File: src/rtl/fnd_scan_controller_if.sv
// Handshake/display bundle between the FND scan controller and its driver.
// The DUT side uses the slave modport.
interface fnd_scan_controller_if;
  logic [13:0] i_value;
  logic        i_load;
  logic        i_blank;
  logic [1:0]  o_digitSelect;
  logic [3:0]  o_value;
  logic        o_en;
  logic        o_busy;
  logic        o_ovf;

  modport master (
    output i_value, i_load, i_blank,
    input  o_digitSelect, o_value, o_en, o_busy, o_ovf
  );

  modport slave (
    input  i_value, i_load, i_blank,
    output o_digitSelect, o_value, o_en, o_busy, o_ovf
  );
endinterface

File: src/rtl/fnd_scan_controller.sv
// Binary-to-BCD (double-dabble) converter with a 4-digit time-multiplexed
// scan output feeding the downstream BCD-to-FND decode stage.
module fnd_scan_controller #(
  parameter int SCAN_DIV = 100000,
  parameter bit LZ_BLANK = 1'b1
) (
  input logic                   i_clk,
  input logic                   i_reset_n,
  fnd_scan_controller_if.slave  bus
);

  localparam int PW = (SCAN_DIV > 1) ? $clog2(SCAN_DIV) : 1;
  localparam logic [PW-1:0] PRE_LAST = PW'(SCAN_DIV - 1);
  localparam logic [13:0] VALUE_MAX = 14'd9999;

  typedef enum logic [1:0] {
    ST_IDLE   = 2'd0,
    ST_SHIFT  = 2'd1,
    ST_COMMIT = 2'd2
  } state_t;

  state_t        state_r;
  state_t        state_next_s;
  logic [3:0]    shift_cnt_r;
  logic [29:0]   dd_r;
  logic [29:0]   dd_shift_s;
  logic [15:0]   disp_r;
  logic          ovf_r;
  logic          busy_r;
  logic [PW-1:0] pre_r;
  logic [1:0]    slot_r;
  logic [3:0]    lz_s;
  logic [3:0]    digit_s;
  logic [1:0]    sel_r;
  logic [3:0]    val_r;
  logic          en_r;

  function automatic logic [3:0] add3(input logic [3:0] nib);
    add3 = (nib >= 4'd5) ? (nib + 4'd3) : nib;
  endfunction

  function automatic logic [15:0] add3_all(input logic [15:0] bcd);
    add3_all = {add3(bcd[15:12]), add3(bcd[11:8]), add3(bcd[7:4]), add3(bcd[3:0])};
  endfunction

  // converter next-state
  always_comb begin
    state_next_s = state_r;
    case (state_r)
      ST_IDLE: begin
        if (bus.i_load) begin
          state_next_s = ST_SHIFT;
        end else begin
          state_next_s = ST_IDLE;
        end
      end
      ST_SHIFT: begin
        if (shift_cnt_r == 4'd13) begin
          state_next_s = ST_COMMIT;
        end else begin
          state_next_s = ST_SHIFT;
        end
      end
      ST_COMMIT: state_next_s = ST_IDLE;
      default:   state_next_s = ST_IDLE;
    endcase
  end

  assign dd_shift_s = {add3_all(dd_r[29:14]), dd_r[13:0]} << 1;

  // converter state and datapath; display is written only on COMMIT
  always_ff @(posedge i_clk) begin
    if (!i_reset_n) begin
      state_r     <= ST_IDLE;
      shift_cnt_r <= 4'd0;
      dd_r        <= 30'd0;
      disp_r      <= 16'd0;
      ovf_r       <= 1'b0;
      busy_r      <= 1'b0;
    end else begin
      state_r <= state_next_s;
      busy_r  <= (state_next_s != ST_IDLE);
      case (state_r)
        ST_IDLE: begin
          if (bus.i_load) begin
            dd_r        <= {16'd0, (bus.i_value > VALUE_MAX) ? VALUE_MAX : bus.i_value};
            ovf_r       <= (bus.i_value > VALUE_MAX);
            shift_cnt_r <= 4'd0;
          end
        end
        ST_SHIFT: begin
          dd_r        <= dd_shift_s;
          shift_cnt_r <= shift_cnt_r + 4'd1;
        end
        ST_COMMIT: disp_r <= dd_r[29:14];
        default: begin
          dd_r        <= 30'd0;
          shift_cnt_r <= 4'd0;
        end
      endcase
    end
  end

  // free-running prescaler and digit slot
  always_ff @(posedge i_clk) begin
    if (!i_reset_n) begin
      pre_r  <= '0;
      slot_r <= 2'd0;
    end else if (pre_r == PRE_LAST) begin
      pre_r  <= '0;
      slot_r <= slot_r + 2'd1;
    end else begin
      pre_r  <= pre_r + {{(PW-1){1'b0}}, 1'b1};
    end
  end

  // leading-zero flags: digit k blanks when it and all higher digits are 0
  always_comb begin
    lz_s = 4'b0000;
    if (LZ_BLANK) begin
      lz_s[3] = (disp_r[15:12] == 4'd0);
      lz_s[2] = lz_s[3] & (disp_r[11:8] == 4'd0);
      lz_s[1] = lz_s[2] & (disp_r[7:4] == 4'd0);
      lz_s[0] = 1'b0;
    end else begin
      lz_s = 4'b0000;
    end
  end

  always_comb begin
    digit_s = 4'd0;
    case (slot_r)
      2'd0:    digit_s = disp_r[3:0];
      2'd1:    digit_s = disp_r[7:4];
      2'd2:    digit_s = disp_r[11:8];
      2'd3:    digit_s = disp_r[15:12];
      default: digit_s = 4'd0;
    endcase
  end

  // registered scan outputs
  always_ff @(posedge i_clk) begin
    if (!i_reset_n) begin
      sel_r <= 2'd0;
      val_r <= 4'd0;
      en_r  <= 1'b0;
    end else begin
      sel_r <= slot_r;
      val_r <= digit_s;
      en_r  <= ~bus.i_blank & ~lz_s[slot_r];
    end
  end

  assign bus.o_digitSelect = sel_r;
  assign bus.o_value       = val_r;
  assign bus.o_en          = en_r;
  assign bus.o_busy        = busy_r;
  assign bus.o_ovf         = ovf_r;

endmodule
File: src/flat_wrapper.sv
// flat-port wrapper written by rule: the top's interface ports become plain ports
module fnd_scan_controller_flat 
#(
  parameter int SCAN_DIV = 100000,
  parameter bit LZ_BLANK = 1'b1
)
  (i_clk, i_reset_n, bus_i_value, bus_i_load, bus_i_blank, bus_o_digitSelect, bus_o_value, bus_o_en, bus_o_busy, bus_o_ovf);
  fnd_scan_controller_if bus_i ();
  input logic i_clk;
  input logic i_reset_n;
  input wire logic [$bits(bus_i.i_value)-1:0] bus_i_value;
  input wire logic [$bits(bus_i.i_load)-1:0] bus_i_load;
  input wire logic [$bits(bus_i.i_blank)-1:0] bus_i_blank;
  output wire logic [$bits(bus_i.o_digitSelect)-1:0] bus_o_digitSelect;
  output wire logic [$bits(bus_i.o_value)-1:0] bus_o_value;
  output wire logic [$bits(bus_i.o_en)-1:0] bus_o_en;
  output wire logic [$bits(bus_i.o_busy)-1:0] bus_o_busy;
  output wire logic [$bits(bus_i.o_ovf)-1:0] bus_o_ovf;
  assign bus_i.i_value = bus_i_value;
  assign bus_i.i_load = bus_i_load;
  assign bus_i.i_blank = bus_i_blank;
  assign bus_o_digitSelect = bus_i.o_digitSelect;
  assign bus_o_value = bus_i.o_value;
  assign bus_o_en = bus_i.o_en;
  assign bus_o_busy = bus_i.o_busy;
  assign bus_o_ovf = bus_i.o_ovf;
  fnd_scan_controller #(.SCAN_DIV(SCAN_DIV), .LZ_BLANK(LZ_BLANK)) u_core (.i_clk(i_clk), .i_reset_n(i_reset_n), .bus(bus_i));
endmodule
File: config.mk
export PLATFORM = sky130hd
export DESIGN_NAME = fnd_scan_controller_flat
export DESIGN_NICKNAME = d
export VERILOG_FILES = /design/src/rtl/fnd_scan_controller_if.sv /design/src/rtl/fnd_scan_controller.sv /design/src/flat_wrapper.sv
export SDC_FILE = /design/constraint.sdc
export NUM_CORES = 1
export LEC_CHECK = 0
export CAP_MARGIN = 10
export CORE_ASPECT_RATIO = 0.5
export CORE_MARGIN = 8
export CORE_UTILIZATION = 60
export CTS_BUF_LIST = sky130_fd_sc_hd__clkbuf_4 sky130_fd_sc_hd__clkbuf_8
export CTS_CLUSTER_SIZE = 28
export DETAILED_ROUTE_END_ITERATION = 10
export PLACE_DENSITY_LB_ADDON = 0.2
export SLEW_MARGIN = 20
export SYNTH_ARGS = -nofsm -noshare
export SYNTH_HDL_FRONTEND = slang
export SYNTH_SLANG_ARGS = --single-unit
export TNS_END_PERCENT = 20
File: constraint.sdc
create_clock -name i_clk -period 2.8 [get_ports i_clk]
set_input_delay 0.42 -clock i_clk [delete_from_list [all_inputs] [get_ports i_clk]]
set_output_delay 0.42 -clock i_clk [all_outputs]
set_load 0.01 [all_outputs]
### Word-level counts from Yosys, hierarchy flattened

Index checks and enable logic that the tools add are counted.

| word-level totals | value |
|---|---|
| flip-flop bits (word level) | 80 |
| output and inout port bits | 9 |
| logic and storage cells | 63 |

| operators by class | value |
|---|---|
| add/sub/neg operators | 7 |
| $lt $le $gt $ge | 6 |
| eq/ne operators | 8 |
| muxes and demuxes | 15 |
| bitwise operators | 7 |
| reduce and logical (&&, ||, !) cells | 9 |

Operators with widths:

| operator | number |
|---|---|
| $pmux 30 s3 | 1 |
| $mux 30 | 1 |
| $add 17x1->17 const B | 1 |
| $eq 17x17->1 const B | 1 |
| $ge 4x3->1 const B | 4 |
| $mux 4 | 4 |
| $pmux 4 s4 | 1 |
| $gt 14x14->1 const B | 1 |
| $mux 14 | 1 |
| $add 4x2->4 const B | 3 |
| $logic_not 4->1 | 3 |
| $pmux 4 s3 | 1 |
| $eq 2x2->1 const B | 3 |
| $add 4x1->4 const B | 1 |
| $eq 2x1->1 const B | 2 |
| $eq 4x4->1 const B | 1 |
| $logic_not 2->1 | 2 |
| $not 1->1 | 4 |
| $pmux 2 s2 | 1 |
| $reduce_and 2->1 | 2 |
| $add 3x2->3 const B | 1 |
| $and 1x1->1 | 3 |
| $lt 2x3->1 const B | 1 |
| $mux 3 | 1 |
| 7 further kinds | 8 |

### Logic depth before layout (Yosys ltp)

Gate-level depths: netlist of the first run.

| depth | value |
|---|---|
| word-level depth | 7 |
| gate-level depth with buffers | 6 |
| gate-level depth less buffers | 6 |

### Worst setup path before layout of the first run

OpenSTA, ideal clock, no wires.

| path | value |
|---|---|
| path kind | reg-to-reg |
| start | reg u_core.pre_r[0] |
| end | reg u_core.pre_r[16] |
| arrival | 1.402 ns |
| slack | 1.283 ns |
| cell stages (with the launch flop) | 7 |
| buffers on the path | 1 |
| clock period less this slack | 1.517 ns |
| cells stage by stage | dfxtp_1 ha_1 and4_1 nand2_1 o21ai_2 buf_6 nor2_1 |

| between the ends | value |
|---|---|
| cells in the longest elaborated chain, start to end | 2 |

RTL lines:

| element | RTL line | RTL |
|---|---|---|
| start, declared | fnd_scan_controller.sv:30 | `logic [PW-1:0] pre_r;` |
| start signal, assigned | fnd_scan_controller.sv:113 | `pre_r <= pre_r + {{(PW-1){1'b0}}, 1'b1};` |
| branches (longest 2 deep; another with $add 17x1->17) | n/a |  |

Several ways; the timed one is not identified.
A chain may end at the register's enable or synchronous reset.

### Final worst setup path of the first run

| path | value |
|---|---|
| start | reg u_core.pre_r[0] |
| end | reg u_core.pre_r[7] |

Same word-level chain as after synthesis.

==> impl_metrics.toml, run 1 <==
[clock_tree]
cts_made_buffers = 9
cts_resized = 0
root_buffer = "clkbuf_8"
clk_pin_slew_worst_paths_ns = 0.07
cts_buffer_depth = 2
cts_sinks = 80
cts_tree = "done"
cts_setup_buffers = 0
ctsHoldBuffers = 0
htreeDepth = 3
clk_latency_ns = 0.35

[yosys]
yosysMostFrequentCell = "dfxtp_1"
synth_edf_count = 0
netlist_top_cells_count = "dfxtp_1, nand2_1, nor2_1"
syn_inst = 401
synth_area_sq_um = 3560
seq_area_frac_synth = 0.449
synth_seq_cells = 80
synth_top_cell_by_area = "dfxtp_1"
synth_flop_cell = "dfxtp_1"
avgSynthCellArea_sq_um = 8.89
syn_nets = 434
netlist_top_cells_area = "dfxtp_1, ha_1, nand2_1, nor2_1, a21oi_1"
yosysUniqueCellTypes = 44
synth_async_sr_flop_share = 0
ys.warnings.count = 0
synth_top_cell_area_share = 0.449

[timing]
finalHoldViolations = 0
maxSlewHeadroom = 0.519
tns_ns = 0
fin_crit_ns = 1.96
worst_pin_slew_ns = 0.722
finalCritPeriodShare = 0.700
setup-violations-final = 0
rsz0062_at_grt = "no"
clock_skew_ns = 0.00703
max_freq_mhz = 510
drv_slew = 0
layout_setup_ws_ns = 0.840
hold_ws_ns = 0.455

[placed_design]
preCtsSetupSlack_ns = 0.538
placed_cell_area_sq_um = 3870
post-place-cells = 487
hpwl_mm = 5.69
gp_congestion = 0.827
port_buffers = 26

[floorplanning]
die_w_microns = 125
io_pins = 27
dieArea_sq_um = 8810
die_h_microns = 70.5
coreArea_sq_um = 5610
start_util = 0.635
row_count = 19

[finish]
fin_nets = 458
layout-drive-gt1-share = 0.0698
design_area_sq_um = 4080
antenna_cells = 0
fin_cells = 503
syn_to_final_growth_pct = 14.3

[worst_setup_path]
startpoint_type = "flop"
required_ns = 3.01
end_kind = "flop"
critPathKind = "flop to flop"
crit_arrival_ns = 2.17
worstPathMaxFanout = 17

[power_and_ir_drop]
power_leakage_nw = 1.46
power_density_nw_per_um2 = 543
ir_drop_uv = 374

[global_route]
grt_pass1_wl_mm = 13.8
overflow = 0
antenna_found_initial = 0
grt_pass1_vias = 3002
grt_usage = 0.189
grt_max_degree = 38

[status]
status = "completed"

[route]
drt_iter0_drc = 220
wirelength_mm = 8.10
antenna_left = 0
wl_per_cell_microns = 16.1
dr.pass1.iters = 5
vias = 3019
vias_per_cell = 6.00
drc = 0

[job]
max_cap_violations = 0

[worst_hold_path]
hold_class = "flop to flop"
-- area by class of cell --
class / instances / area (sq um)
Tap cell: 73 / 91.3
Fill cell: 429 / 1540
Clock inverter: 3 / 40.0
Inverter: 16 / 60.1
Multi-Input combinational cell: 287 / 1820
Sequential cell: 80 / 1600
Timing Repair Buffer: 31 / 298
Clock buffer: 13 / 166
-- per-stage QoR --
| step | total power, mW | util |
|---|---|---|
| after floorplan | 1.31 | - |
| after global placement | 1.36 | 0.690 |
| after detailed placement | 1.37 | 0.690 |
| after CTS | 2.23 | 0.726 |
| after global routing | 2.31 | 0.726 |
| final | 2.21 | 0.726 |
-- worst paths after layout --
check,start,cells after the start,slack [ns],to
setup / recovery,u_core.pre_r[0]$_SDFF_PP0_,5,0.84,u_core.pre_r[7]$_SDFF_PP0_
hold / removal,u_core.dd_r[27]$_SDFFE_PN0P_,2,0.46,u_core.disp_r[13]$_SDFFE_PN0N_
setup reg to reg,u_core.pre_r[0]$_SDFF_PP0_,5,0.84,u_core.pre_r[7]$_SDFF_PP0_
hold reg to reg,u_core.dd_r[27]$_SDFFE_PN0P_,2,0.46,u_core.disp_r[13]$_SDFFE_PN0N_
-- state kept, by name (all words and copies together), names as in the netlist --
| name | flops |
|---|---|
| u_core.shift_cnt_r | 4 |
| u_core.bus.o_en | 1 |
| u_core.bus.o_ovf | 1 |
| u_core.state_r | 2 |
| u_core.bus.o_digitSelect | 2 |
| u_core.slot_r | 2 |
| u_core.dd_r | 30 |
| u_core.bus.o_value | 4 |
| u_core.disp_r | 16 |
| u_core.bus.o_busy | 1 |
| u_core.pre_r | 17 |
-- worst max-delay path: stages (launching register included) --
cell and delay (ns):
dfxtp_1 0.40, ha_1 0.24, and4_1 0.29, nand2_1 0.15, o21ai_2 0.62, nor2_1 0.12
-- per-layer routing --
metal / share of wire / track usage
met2: 0.48 / 0.331
met5: 0 / 0
met1: 0.45 / 0.213
met4: 0.014 / 0.0682
met3: 0.053 / 0.0651
-- where the power goes --
group | internal, mW | switching (mW)
combinational | 0.0750 | 0.0824
clock | 0.478 | 0.390
sequential | 1.16 | 0.0244
-- placed cells by master (no fill, tap or decap), types with 6 or more instances in the layout --
master,synthesis,final
nor3_1,12,12
nand2b_1,9,9
nand2_1,43,43
a22o_1,6,6
ha_1,15,15
dfxtp_1,80,80
mux2i_1,9,9
o21ai_0,18,18
xor2_1,8,8
nand4_1,7,7
nor2_1,42,42
nand3_1,9,9
nor4_1,8,8
inv_1,16,16
clkdlybuf4s50_1,0,26
xnor2_1,15,15
a21oi_1,30,30
clkbuf_8,0,11
a222oi_1,6,6
a2bb2oi_1,7,7
-- cell families (layout without fill, tap and decap cells) --
family	after synthesis	after routing	synth area share
xor+xnor	23	23	0.0565
mux	12	12	0.0347
fa+ha+maj	15	15	0.0527
flops	80	80	0.449
simple gates	147	147	0.200
compound gates	90	90	0.166
buf+inv	34	63	0.0407
No activity file was read; power rests on OpenSTA's default activity.
==> run 2, diff against run 1 <==
Settings changed: CORE_UTILIZATION 60 to 54.
Clock period 2.8 ns to 1.7 ns, I/O delays scaled along.
==> run 2 against run 1 <==
Combinational power increased by 99%. Core utilization decreased by 7.1 points. Register-to-register slack got worse by 0.70 ns. Routed wire length increased by 1.0%. Cell area increased by 5.3%. Fmax increased by 25%. Setup slack got worse by 0.70 ns. Largest cell class unchanged.
==> impl_metrics.toml, run 2 (synthesized netlist as in run 1, its figures left out) <==
[worst_hold_path]
hold_class = "input pin to flop"
min_from = "bus_i_blank"

[route]
wl_per_cell_microns = 15.0
antenna_left = 0
drc = 0
drt_iter0_drc = 173
wirelength_mm = 8.18
vias_per_cell = 5.50
vias = 3004
dr.pass1.iters = 5

[worst_setup_path]
crit_path_end = "u_core.slot_r[0]$_SDFFE_PN0P_"
crit_arrival_ns = 1.86
r2r_slack_ns = 0.14
required_ns = 1.99
r2r-start = "u_core.pre_r[1]$_SDFF_PP0_"
startpoint_type = "flop"
worstPathMaxFanout = 4
r2r_cells = 5
crit_path_start = "u_core.pre_r[1]$_SDFF_PP0_"
end_kind = "flop"
timing.rr.end = "u_core.slot_r[0]$_SDFFE_PN0P_"
critPathKind = "flop to flop"

[placed_design]
preCtsSetupSlack_ns = -0.187
hpwl_mm = 5.91
gp_congestion = 0.815
port_buffers = 26
post-place-cells = 530

[clock_tree]
htreeDepth = 3
cts_resized = 0
cts_buffer_depth = 2
root_buffer = "clkbuf_8"
cts_setup_buffers = 0
clk_latency_ns = 0.36
cts_made_buffers = 9
clk_pin_slew_worst_paths_ns = 0.08
cts_tree = "done"
ctsHoldBuffers = 0
cts_sinks = 80

[floorplanning]
die_h_microns = 73.5
start_util = 0.545
coreArea_sq_um = 6540
row_count = 21
dieArea_sq_um = 9610
die_w_microns = 131
io_pins = 27

[finish]
top_regs = "u_core.dd_r (30), u_core.pre_r (17), u_core.disp_r (16)"
fin_cells = 546
fin_nets = 482
largest_reg_flops = 30
syn_to_final_growth_pct = 20.3
regMostFlops = "u_core.dd_r"
mostFrequentLayoutCells = "dfxtp_1, nand2_1, nor2_1, a21oi_1, buf_4"
fillCellCount = 557
antenna_cells = 0
layout-drive-gt1-share = 0.121
mostFrequentLayoutCell = "dfxtp_1"
final_util = 0.656

[job]
max_cap_violations = 0

[timing]
rsz0062_at_grt = "no"
tns_ns = 0
setup-violations-final = 0
layout_setup_ws_ns = 0.136
drv_slew = 0
finalHoldViolations = 0
max_freq_mhz = 639
clock_skew_ns = 0.00851
fin_crit_ns = 1.56
finalCritPeriodShare = 0.920
worst_pin_slew_ns = 0.598
maxSlewHeadroom = 0.601

[power_and_ir_drop]
p_sw_frac = 0.238
p_int_mw = 2.81
p_comb_frac = 0.085
pwr-share-seq = 0.529
power_density_nw_per_um2 = 859
power_leakage_nw = 1.57
ir_drop_uv = 471
switchingPower_mw = 0.876
clkPwrFrac = 0.386

[status]
status = "completed"

[global_route]
grt_max_degree = 31
overflow = 0
antenna_found_initial = 0
grt_pass1_vias = 2900
grt_pass1_wl_mm = 13.7
grt_usage = 0.183
==> run 2: cell count changes in the layout (fill, tap and decap cells not counted), sizes merged <==
cell      delta
clkbuf       -2
clkinvlp     +1
clkinv       +1
buf         +24
==> run 2: how the worst min path moves through the flow <==
stage                                     endpoint  slack [ns]  cells after the start
finish                  u_core.bus.o_en$_SDFF_PN0_        0.43                      2
global route            u_core.bus.o_en$_SDFF_PN0_        0.43                      2
CTS                     u_core.bus.o_en$_SDFF_PN0_        0.41                      2
detailed placement  u_core.disp_r[13]$_SDFFE_PN0N_        0.45                      2
global placement    u_core.disp_r[13]$_SDFFE_PN0N_        0.44                      2
floorplan               u_core.bus.o_en$_SDFF_PN0_        0.33                      1
==> run 2: critical path, stage by stage (launching register included) <==
cell,delay (ns)
dfxtp_1,0.39
ha_2,0.24
and4_1,0.26
nand2_1,0.12
or3_1,0.36
a21oi_1,0.13
==> run 2: area by class of cell <==
class,instances,area (sq um),area share
Clock inverter,5,56.3,0.0131
Multi-Input combinational cell,287,1820,0.424
Clock buffer,11,145,0.0338
Timing Repair Buffer,55,490,0.114
Sequential cell,80,1600,0.373
Tap cell,92,115,0.0268
Inverter,16,60.1,0.0140
==> run 2: power by group through the flow <==
stage | combinational (mW) | sequential (mW) | clock (mW)
floorplan | 0.168 | 1.98 | 0
global placement | 0.301 | 1.99 | 0
detailed placement | 0.309 | 1.99 | 0
CTS | 0.312 | 1.95 | 1.46
global route | 0.339 | 1.95 | 1.56
finish | 0.313 | 1.95 | 1.42
==> run 2: per-stage QoR <==
stage,instance area (sq um),hold WS (ns),total power [mW]
2_1_floorplan,3560,0.332,2.15
3_3_place_gp,4090,0.441,2.29
3_5_place_dp,4090,0.447,2.30
4_1_cts,4290,0.413,3.72
5_1_grt,4290,0.430,3.85
6_report,4290,0.430,3.69
==> run 2: routing by layer <==
metal	share of wire	GRT usage
met5	0	0
met4	0.013	0.0454
met3	0.046	0.0825
met2	0.49	0.305
met1	0.46	0.210
